$ cat src/rtl/core2mem_pkg.sv
// Shared types for the core-to-memory arbiter: FSM states, operation kind,
// and the index-width helper used by the arbiter and the top.
package core2mem_pkg;

  typedef enum logic [1:0] {
    IDLE = 2'd0,
    BUSY = 2'd1,
    DONE = 2'd2
  } state_t;

  typedef enum logic {
    OP_RD = 1'b0,
    OP_WR = 1'b1
  } op_t;

  // A single port still needs a 1-bit index so the select logic stays uniform.
  function automatic int idx_w(input int n);
    return (n > 1) ? $clog2(n) : 1;
  endfunction

endpackage

$ cat src/rtl/mem_ift.sv
// Memory-side bundle: read/write request channels from the master and the
// read-data / write-ack responses from the memory.
interface Mem_ift #(
  parameter int ADDR_W = 64,
  parameter int DATA_W = 64
);

  typedef struct packed {
    logic [ADDR_W-1:0] raddr;
    logic              ren;
  } mr_t;

  typedef struct packed {
    logic [ADDR_W-1:0]   waddr;
    logic                wen;
    logic [DATA_W-1:0]   wdata;
    logic [DATA_W/8-1:0] wmask;
  } mw_t;

  typedef struct packed {
    logic [DATA_W-1:0] rdata;
    logic              rvalid;
  } sr_t;

  typedef struct packed {
    logic wvalid;
  } sw_t;

  mr_t Mr;
  mw_t Mw;
  sr_t Sr;
  sw_t Sw;

  modport Master (output Mr, output Mw, input Sr, input Sw);
  modport Slave  (input Mr, input Mw, output Sr, output Sw);

endinterface

$ cat src/rtl/core2mem_arb_fsm_rr_arbiter.sv
// Round-robin arbiter: the search starts at ptr_q and wraps; ptr_q moves to
// the port after the winner only when the caller accepts the grant.
module rr_arbiter
  import core2mem_pkg::*;
#(
  parameter  int NPORT = 2,
  localparam int IDX_W = idx_w(NPORT)
) (
  input  logic             clk,
  input  logic             rstn,
  input  logic [NPORT-1:0] req,
  input  logic             accept,
  output logic [NPORT-1:0] grant_oh,
  output logic [IDX_W-1:0] grant_idx
);

  localparam int         SUM_W = IDX_W + 1;
  localparam logic [SUM_W-1:0] NP = SUM_W'(NPORT);

  logic [IDX_W-1:0] ptr_q;
  logic [SUM_W-1:0] sum;
  logic [IDX_W-1:0] cand;
  logic             found;

  always_comb begin
    grant_oh  = '0;
    grant_idx = '0;
    found     = 1'b0;
    sum       = '0;
    cand      = '0;
    for (int k = 0; k < NPORT; k++) begin
      sum = {1'b0, ptr_q} + SUM_W'(k);
      if (sum >= NP) sum = sum - NP;
      cand = sum[IDX_W-1:0];
      if (!found && req[cand]) begin
        found          = 1'b1;
        grant_idx      = cand;
        grant_oh[cand] = 1'b1;
      end
    end
  end

  always_ff @(posedge clk) begin
    if (!rstn) begin
      ptr_q <= '0;
    end else if (accept) begin
      ptr_q <= (grant_idx == IDX_W'(NPORT - 1)) ? '0 : grant_idx + 1'b1;
    end
  end

endmodule

$ cat src/rtl/core2mem_arb_fsm.sv
// Arbitrates NPORT core request ports onto one memory master, one transaction
// at a time: IDLE grants and latches, BUSY waits for the response, DONE releases.
module core2mem_arb_fsm
  import core2mem_pkg::*;
#(
  parameter  int NPORT  = 2,
  parameter  int ADDR_W = 64,
  parameter  int DATA_W = 64,
  localparam int MASK_W = DATA_W / 8,
  localparam int IDX_W  = idx_w(NPORT)
) (
  input  logic                           clk,
  input  logic                           rstn,
  input  logic [NPORT-1:0][ADDR_W-1:0]   address_cpu,
  input  logic [NPORT-1:0]               wen_cpu,
  input  logic [NPORT-1:0]               ren_cpu,
  input  logic [NPORT-1:0][DATA_W-1:0]   wdata_cpu,
  input  logic [NPORT-1:0][MASK_W-1:0]   wmask_cpu,
  output logic [NPORT-1:0][DATA_W-1:0]   rdata_cpu,
  output logic [NPORT-1:0]               mem_stall,
  output state_t                         state_dbg,
  Mem_ift.Master                         mem_ift
);

  state_t                         state_q, state_d;
  op_t                            op_q;
  logic [IDX_W-1:0]               grant_q;
  logic [ADDR_W-1:0]              addr_q;
  logic [DATA_W-1:0]              wdata_q;
  logic [MASK_W-1:0]              wmask_q;
  logic [NPORT-1:0][DATA_W-1:0]   rdata_q;

  logic [NPORT-1:0] req;
  logic [NPORT-1:0] arb_oh;
  logic [IDX_W-1:0] arb_idx;
  logic [NPORT-1:0] done_oh;
  logic             accept;
  logic             rd_hit;
  logic             wr_hit;

  assign req    = wen_cpu | ren_cpu;
  assign accept = (state_q == IDLE) && (|req);
  assign rd_hit = (state_q == BUSY) && (op_q == OP_RD) && mem_ift.Sr.rvalid;
  assign wr_hit = (state_q == BUSY) && (op_q == OP_WR) && mem_ift.Sw.wvalid;

  rr_arbiter #(.NPORT(NPORT)) u_arb (
    .clk       (clk),
    .rstn      (rstn),
    .req       (req),
    .accept    (accept),
    .grant_oh  (arb_oh),
    .grant_idx (arb_idx)
  );

  always_ff @(posedge clk) begin
    if (!rstn) state_q <= IDLE;
    else       state_q <= state_d;
  end

  always_comb begin
    state_d = state_q;
    case (state_q)
      IDLE:    if (accept) state_d = BUSY;
      BUSY:    if (rd_hit || wr_hit) state_d = DONE;
      DONE:    state_d = IDLE;
      default: state_d = IDLE;
    endcase
  end

  // A write wins when both enables are high on the granted port.
  always_ff @(posedge clk) begin
    if (!rstn) begin
      op_q    <= OP_RD;
      grant_q <= '0;
      addr_q  <= '0;
      wdata_q <= '0;
      wmask_q <= '0;
      rdata_q <= '0;
    end else begin
      if (accept) begin
        op_q    <= (|(wen_cpu & arb_oh)) ? OP_WR : OP_RD;
        grant_q <= arb_idx;
        addr_q  <= address_cpu[arb_idx];
        wdata_q <= wdata_cpu[arb_idx];
        wmask_q <= wmask_cpu[arb_idx];
      end
      if (rd_hit) rdata_q[grant_q] <= mem_ift.Sr.rdata;
    end
  end

  // Memory-side outputs come only from the latches and state.
  always_comb begin
    mem_ift.Mr.raddr = addr_q;
    mem_ift.Mr.ren   = (state_q == BUSY) && (op_q == OP_RD);
    mem_ift.Mw.waddr = addr_q;
    mem_ift.Mw.wen   = (state_q == BUSY) && (op_q == OP_WR);
    mem_ift.Mw.wdata = wdata_q;
    mem_ift.Mw.wmask = wmask_q;
    done_oh          = '0;
    if (state_q == DONE) done_oh[grant_q] = 1'b1;
    mem_stall        = req & ~done_oh;
    rdata_cpu        = rdata_q;
    state_dbg        = state_q;
  end

endmodule

$ cat src/flat_wrapper.sv
// flat-port wrapper written by rule: the top's interface ports become plain ports
module core2mem_arb_fsm_flat import core2mem_pkg::*;
#(
  parameter  int NPORT  = 2,
  parameter  int ADDR_W = 64,
  parameter  int DATA_W = 64,
  localparam int MASK_W = DATA_W / 8,
  localparam int IDX_W  = idx_w(NPORT)
)
  (clk, rstn, address_cpu, wen_cpu, ren_cpu, wdata_cpu, wmask_cpu, rdata_cpu, mem_stall, state_dbg, mem_ift_Mr, mem_ift_Mw, mem_ift_Sr, mem_ift_Sw);
  Mem_ift #(.ADDR_W(ADDR_W), .DATA_W(DATA_W)) mem_ift_i ();
  input  logic clk;
  input  logic rstn;
  input  logic [NPORT-1:0][ADDR_W-1:0] address_cpu;
  input  logic [NPORT-1:0] wen_cpu;
  input  logic [NPORT-1:0] ren_cpu;
  input  logic [NPORT-1:0][DATA_W-1:0] wdata_cpu;
  input  logic [NPORT-1:0][MASK_W-1:0] wmask_cpu;
  output logic [NPORT-1:0][DATA_W-1:0] rdata_cpu;
  output logic [NPORT-1:0] mem_stall;
  output state_t state_dbg;
  output wire logic [$bits(mem_ift_i.Mr)-1:0] mem_ift_Mr;
  output wire logic [$bits(mem_ift_i.Mw)-1:0] mem_ift_Mw;
  input wire logic [$bits(mem_ift_i.Sr)-1:0] mem_ift_Sr;
  input wire logic [$bits(mem_ift_i.Sw)-1:0] mem_ift_Sw;
  assign mem_ift_Mr = mem_ift_i.Mr;
  assign mem_ift_Mw = mem_ift_i.Mw;
  assign mem_ift_i.Sr = mem_ift_Sr;
  assign mem_ift_i.Sw = mem_ift_Sw;
  core2mem_arb_fsm #(.NPORT(NPORT), .ADDR_W(ADDR_W), .DATA_W(DATA_W)) u_core (.clk(clk), .rstn(rstn), .address_cpu(address_cpu), .wen_cpu(wen_cpu), .ren_cpu(ren_cpu), .wdata_cpu(wdata_cpu), .wmask_cpu(wmask_cpu), .rdata_cpu(rdata_cpu), .mem_stall(mem_stall), .state_dbg(state_dbg), .mem_ift(mem_ift_i));
endmodule
$ cat config.mk
export PLATFORM = sky130hd
export DESIGN_NAME = core2mem_arb_fsm_flat
export DESIGN_NICKNAME = d
export VERILOG_FILES = /design/src/rtl/core2mem_pkg.sv /design/src/rtl/mem_ift.sv /design/src/rtl/core2mem_arb_fsm_rr_arbiter.sv /design/src/rtl/core2mem_arb_fsm.sv /design/src/flat_wrapper.sv
export SDC_FILE = /design/constraint.sdc
export NUM_CORES = 1
export LEC_CHECK = 0
export CORE_AREA = 10 10 257 259
export DETAILED_ROUTE_END_ITERATION = 8
export DIE_AREA = 0 0 267 269
export SLEW_MARGIN = 40
export SYNTH_ARGS = -nofsm -noshare
export SYNTH_HDL_FRONTEND = slang
export SYNTH_SLANG_ARGS = --single-unit
$ cat constraint.sdc
create_clock -name clk -period 1.8 [get_ports clk]
set_clock_uncertainty 0.05 [all_clocks]
set_input_delay 0.36 -clock clk [delete_from_list [all_inputs] [get_ports clk]]
set_output_delay 0.36 -clock clk [all_outputs]
set_load 0.02 [all_outputs]
### Yosys cells after proc, flatten, opt, wreduce, memory -nomap -nowiden

Cells that the tools add are included.

| cells by class | value |
|---|---|
| $lt $le $gt $ge | 9 |
| bitwise operators | 6 |
| multiplexer cells | 32 |
| add/sub/neg operators | 4 |
| reduce and logical (&&, ||, !) cells | 15 |
| eq/ne operators | 4 |

Operators with widths:

| cell | count |
|---|---|
| 64-bit 2-to-1 mux | 5 |
| 128-bit bitwise mux | 1 |
| 64-bit demux with 1-bit select | 1 |
| 8-bit 2-to-1 mux | 2 |
| 1-bit 2-to-1 mux | 14 |
| 2-bit 2-to-1 mux | 5 |
| 1-bit logical AND | 9 |
| 1-bit by 2-bit less-than comparator with 1-bit output, second input constant | 4 |
| 2-bit bitwise AND | 2 |
| 2-bit bitwise OR | 2 |
| 2-bit case mux with 2 select lines | 1 |
| 2-bit OR reduction | 2 |
| 1-bit demux with 1-bit select | 3 |
| 1-bit >= comparator, second input constant | 3 |
| 1-bit by 1-bit adder with 2-bit output, second input constant | 1 |
| 2-bit by 1-bit equality test with 1-bit output, second input constant | 1 |
| 2-bit equality test, second input constant | 1 |
| 1-bit by 2-bit >= comparator with 1-bit output, second input constant | 1 |
| 2-bit >= comparator, second input constant | 1 |
| 2-bit zero test | 1 |
| 2-bit by 1-bit inequality test with 1-bit output, second input constant | 1 |
| 2-bit inequality test, second input constant | 1 |
| 2-bit NOT | 1 |
| 2-bit AND reduction | 1 |
| other kinds (5) | 6 |

| storage, ports and cells | value |
|---|---|
| bits in registers | 269 |
| output and inout port bits | 334 |
| input bits | 344 |
| logic and storage cells | 79 |

### Depth between registers and ports, before layout

| depth | value |
|---|---|
| word-level depth | 12 |
| gate-level depth with buffers | 7 |
| gate-level depth less buffers | 3 |

### By module

From an unflattened synthesis, not the netlist that was laid out.

| unflattened totals | value |
|---|---|
| cells, all modules | 1205 |
| area total of the unflattened synthesis | 12015.3 um2 |

Modules (own cells, without submodules):

| module | seq. area each (um2) | instances | area an instance (um2) | cells an instance |
|---|---|---|---|---|
| core2mem_arb_fsm | 5365.1 | 1 | 11947.7 | 1198 |
| rr_arbiter | 20.0 | 1 | 67.6 | 7 |

### Least setup slack after synthesis

OpenSTA, ideal clock, no wires.

| timing path | value |
|---|---|
| path kind | register to register |
| from | register u_core.state_q[1] (netlist: u_core.state_dbg[1]) |
| to | register u_core.wdata_q[30] |
| setup slack | -208 ps |
| arrival time | 1836 ps |
| library setup time | 122 ps |
| path buffers | 4 |
| required time | 1628 ps |
| period minus slack after synthesis | 2008 ps |
| stages on the path, launching flop included | 8 |
| cell sequence | dfxtp_1 > or2_1 > buf_2 > o21a_1 > clkbuf_1 > buf_2 > buf_2 > a221o_1 |

| between the ends | value |
|---|---|
| cells in the longest elaborated chain, start to end | 2 |

RTL lines:

| item | RTL line | source |
|---|---|---|
| from (decl) | core2mem_arb_fsm.sv:25 | `state_t state_q, state_d;` |
| from (signal assigned) | core2mem_arb_fsm.sv:57 | `else state_q <= state_d;` |
| 2-bit zero test | core2mem_arb_fsm.sv:42 | `assign accept = (state_q == IDLE) && (\|req);` |
| 1-bit logical AND | core2mem_arb_fsm.sv:42 |  |
| to (signal assigned) | core2mem_arb_fsm.sv:84 | `wdata_q <= wdata_cpu[arb_idx];` |
| to (decl) | core2mem_arb_fsm.sv:29 | `logic [DATA_W-1:0] wdata_q;` |

Every way passes these cells.
A chain may end at the register's enable or synchronous reset.

### Final worst setup path

| timing path | value |
|---|---|
| from | register u_core.state_q[1] (netlist: u_core.state_dbg[1]) |
| to | register u_core.addr_q[56] |

| between the ends | value |
|---|---|
| cells in the longest elaborated chain, start to end | 2 |

RTL lines:

| item | RTL line | source |
|---|---|---|
| 2-bit zero test | core2mem_arb_fsm.sv:42 |  |
| 1-bit logical AND | core2mem_arb_fsm.sv:42 |  |
| to (signal assigned) | core2mem_arb_fsm.sv:83 | `addr_q <= address_cpu[arb_idx];` |
| to (decl) | core2mem_arb_fsm.sv:28 | `logic [ADDR_W-1:0] addr_q;` |

Every way passes these cells.

==> out/summary.md <==
The run finished, with violations left. The checks that failed: setup timing. The total DRC errors in the routed layout was 0; the reported leakage power was 8.90 nW.

Capturing element type of the critical path: a flop. Share of the core filled with cells in the final layout: 0.353. Endpoint of the most critical register-to-register path: u_core.addr_q[56]$_SDFFE_PN0P_. The number of sinks driven by the clock tree was 269. After floorplanning, the core was sized to cover 61000 µm². The per-instance average area after synthesis works out to 8.62 µm². In this run the worst setup path terminates at u_core.addr_q[56]$_SDFFE_PN0P_. Effective utilization at floorplan: 0.186. Clock latency on the worst-skew pair, taken at its later pin, is 0.54 ns.

Category of the most critical setup path: flop to flop. The number of global-route vias before repair was 13400. The top cell type's share of synthesized area was 0.474; the horizontal die dimension was 267 µm. The tools report the part of the Yosys area used for sequential elements as 0.474. The logs give 0.154 for the global-route total usage across every layer and 86000 µm for the wire length of the first global-routing pass. Time the worst path needs with I/O delays and setup: 1.91 ns.

The startpoint identified for the worst register-to-register timing path is u_core.state_dbg[1]$_SDFFE_PN0P_. The run gives -0.106 ns as the setup slack of the critical path after layout. The finished layout holds 2774 standard cells, fillers aside. The count of buffers added on input and output ports is 677. After clock tree synthesis, the clock-pin slew on the worst setup and hold paths is 0.06 ns. Detailed placement ended at an HPWL of 45300 µm. Yosys printed 0 warnings. The H-tree was split into 2 levels. The peak per-stage delay on the critical path is 0.35 ns. The die covers 71800 µm².

Period utilization: 1.06. The number of placed instances, taps included, is 2676. Data arrives at the worst endpoint at 2.28 ns.

The tools report the buffer depth of the longest clock path as 3. Timing would allow up to 525 MHz. Measured along the y axis, the die boundary spans 269 µm. The total congestion overflow after global routing is 0, and the number of violations of the max-capacitance limit is 0.

The net count of the finished layout is 2298. For this block, the initial DRC count from the detailed router was 1147. For the aggregate negative setup slack, the log shows -5.13 ns. The min-delay analysis places its worst path in the category input pin to flop.

Power spread over the standard cell area amounts to 900 nW/µm². The wire length after detailed routing was 63200 µm; the count of hold buffers inserted by post-cts repair was 0. After floorplanning, the core was divided into 91 placement rows. The commonest cells after synthesis are sky130_fd_sc_hd__dfxtp_1 (269), sky130_fd_sc_hd__clkbuf_1 (140), sky130_fd_sc_hd__nor4_1 (138). The data required time at the worst endpoint was 2.17 ns. Tracing the worst setup path back leads to its startpoint at u_core.state_dbg[1]$_SDFFE_PN0P_. Along the worst path, the maximum fanout reaches 25. Among all cell types in the netlist, the one instantiated most often is sky130_fd_sc_hd__dfxtp_1. Proportion of layout cells with a drive suffix above 1: 0.179. Number of pins with negative max-slew slack in the final report: 0. The run gives 0.482 as the relative max-transition margin. The slew at the pin closest to its max-slew limit came out at 0.777 ns.

The number of CTS-inserted buffers is 34, and the detailed-route wire length per cell is 22.8 µm. The share of synthesized registers carrying an async set or reset was 0; the maximum vdd ir drop was 0.483 mV. For the number of antenna violations at the first check in global routing, the log shows 10.

Setup repair after global routing could not meet its margin everywhere. Routed via count divided by cell count: 4.88. In the synthesized netlist the dominant register cell turns out to be sky130_fd_sc_hd__dfxtp_1.

Setup violations remaining at the end of the flow were counted as 148. Highest-delay cell along the critical path: sky130_fd_sc_hd__a221o_1. TritonCTS built the clock tree. The length in cells of the worst reg-to-reg path works out to 6. For this design the top-level I/O count stands at 678.

Entering global routing, the biggest net connects 130 pins. Yosys mapped the design onto 31 distinct sky130hd cell types. The critical path goes through buf_6 > or2_4 > o21a_4 > buf_12 > clkbuf_16 > a221o_1. After synthesis, the cell types taking the most area are sky130_fd_sc_hd__dfxtp_1 (47%), sky130_fd_sc_hd__a221o_1 (12%), sky130_fd_sc_hd__nor4_1 (7.6%).

For this run, the detailed router's first-pass iteration total came to 5. The logs give 11400 µm² for the post-synth design cell area and 13500 for the routed via count. The internal reg-to-reg setup slack was -0.11 ns; the count of state elements after synthesis was 269. The area growth from synthesis to layout is 89.3%. STA classifies the critical path startpoint as a flop. The cell type contributing the most total cell area after synthesis was sky130_fd_sc_hd__dfxtp_1. In this design, the largest share of critical-path delay is due to compound AO/OA/AOI/OAI gates. In this run, synthesis inferred 0 flip-flops with an integrated enable. The number of nets in the synthesized netlist is 1663. The critical path contains buffers and inverters numbering 3 combined. The run gives 0 as the number of hold violations in the final report.

The last weighted congestion value of the routability-driven placer was 0.859. In this run the remaining antenna-violating nets after routing total 0. The critical path depth in cells was 6. The root buffer cell chosen for the clock tree is sky130_fd_sc_hd__clkbuf_16. The run gives 1319 as the synthesized netlist cell count.
## cell families after synthesis
family | after synthesis | synth area share
multiplexers | 1 | 0.000880
AND/OR/NAND/NOR | 415 | 0.184
buffers and inverters | 229 | 0.0988
flip-flops | 269 | 0.474
AO/OA/AOI/OAI | 405 | 0.242
## worst min-delay path by stage
stage                                           start                                 to  cells past startpoint
floorplan                               wmask_cpu[14]     u_core.wmask_q[6]$_SDFFE_PN0P_                      1
CTS                                              rstn        u_core.grant_q$_SDFFE_PN0P_                      2
global placement    u_core.rdata_cpu[73]$_SDFFE_PN0P_  u_core.rdata_cpu[73]$_SDFFE_PN0P_                      2
global route                                     rstn        u_core.grant_q$_SDFFE_PN0P_                      2
finish                                           rstn        u_core.grant_q$_SDFFE_PN0P_                      2
detailed placement   u_core.rdata_cpu[5]$_SDFFE_PN0P_   u_core.rdata_cpu[5]$_SDFFE_PN0P_                      2
## area by class of cell
type	count	area [µm²]
Fill cell	6260	39500
Timing Repair Buffer	824	8240
Multi-Input combinational cell	821	5750
Sequential cell	269	5400
Clock buffer	52	1010
Tap cell	790	988
Clock inverter	9	96.3
Inverter	4	22.5
Antenna cell	5	12.5
## cell usage in the layout (no fill, tap or decap), drive strengths merged, types with 2 or more instances in the layout
cell type      instances
clkdlybuf4s50        340
dlygate4sd2          323
dfxtp                269
nor4                 138
nand2                137
buf                  137
a221o                136
o21ai                130
a21oi                130
nand3                128
clkbuf                69
clkinv                 6
clkdlybuf4s15          6
inv                    6
diode                  5
or2                    3
o21a                   2
o311a                  2
nor2                   2
a31oi                  2
## per-stage QoR
stage | hold slack (ns) | worst slack (ns) | power [mW] | instance area, µm²
2_1_floorplan | 0.449 | 0.0129 | 9.51 | 11400
3_5_place_dp | 0.418 | -0.569 | 12.5 | 19200
4_1_cts | 0.0255 | -0.0955 | 19.0 | 20000
3_3_place_gp | 0.410 | -0.547 | 12.4 | 19200
6_report | 0.0687 | -0.106 | 19.4 | 21500
5_1_grt | 0.0456 | -0.122 | 20.1 | 21500
## where the power goes
part	switching (mW)	internal [mW]	leakage (nW)
clock network	2.82	4.06	0.545
logic	3.10	2.52	6.15
registers	0.377	6.49	2.20
total	6.30	13.1	8.90
## flip-flops by register name, indices dropped and copies added, names as in the netlist
signal / flops
u_core.rdata_cpu: 128
u_core.addr_q: 64
u_core.wdata_q: 64
u_core.wmask_q: 8
u_core.state_dbg: 2
u_core.grant_q: 1
u_core.op_q: 1
u_core.u_arb.ptr_q: 1
## metal layers
layer  vias to the layer above  track usage  routed length, µm
met5                         -            0                 76
met4                        10       0.0637               2200
met3                       124       0.0583               6190
met2                       632        0.261              30900
met1                      6565        0.170              23800
li1                       6214            -                  -
## what timing repair did
action | 4_1_cts | 5_1_grt
gates cloned | 0 | 23
pin swaps | 5 | 53
resized for setup | 388 | 177
buffers inserted | 2 | 7
endpoints found under the setup margin | 336 | 265
(Power assumes the default switching activity.)
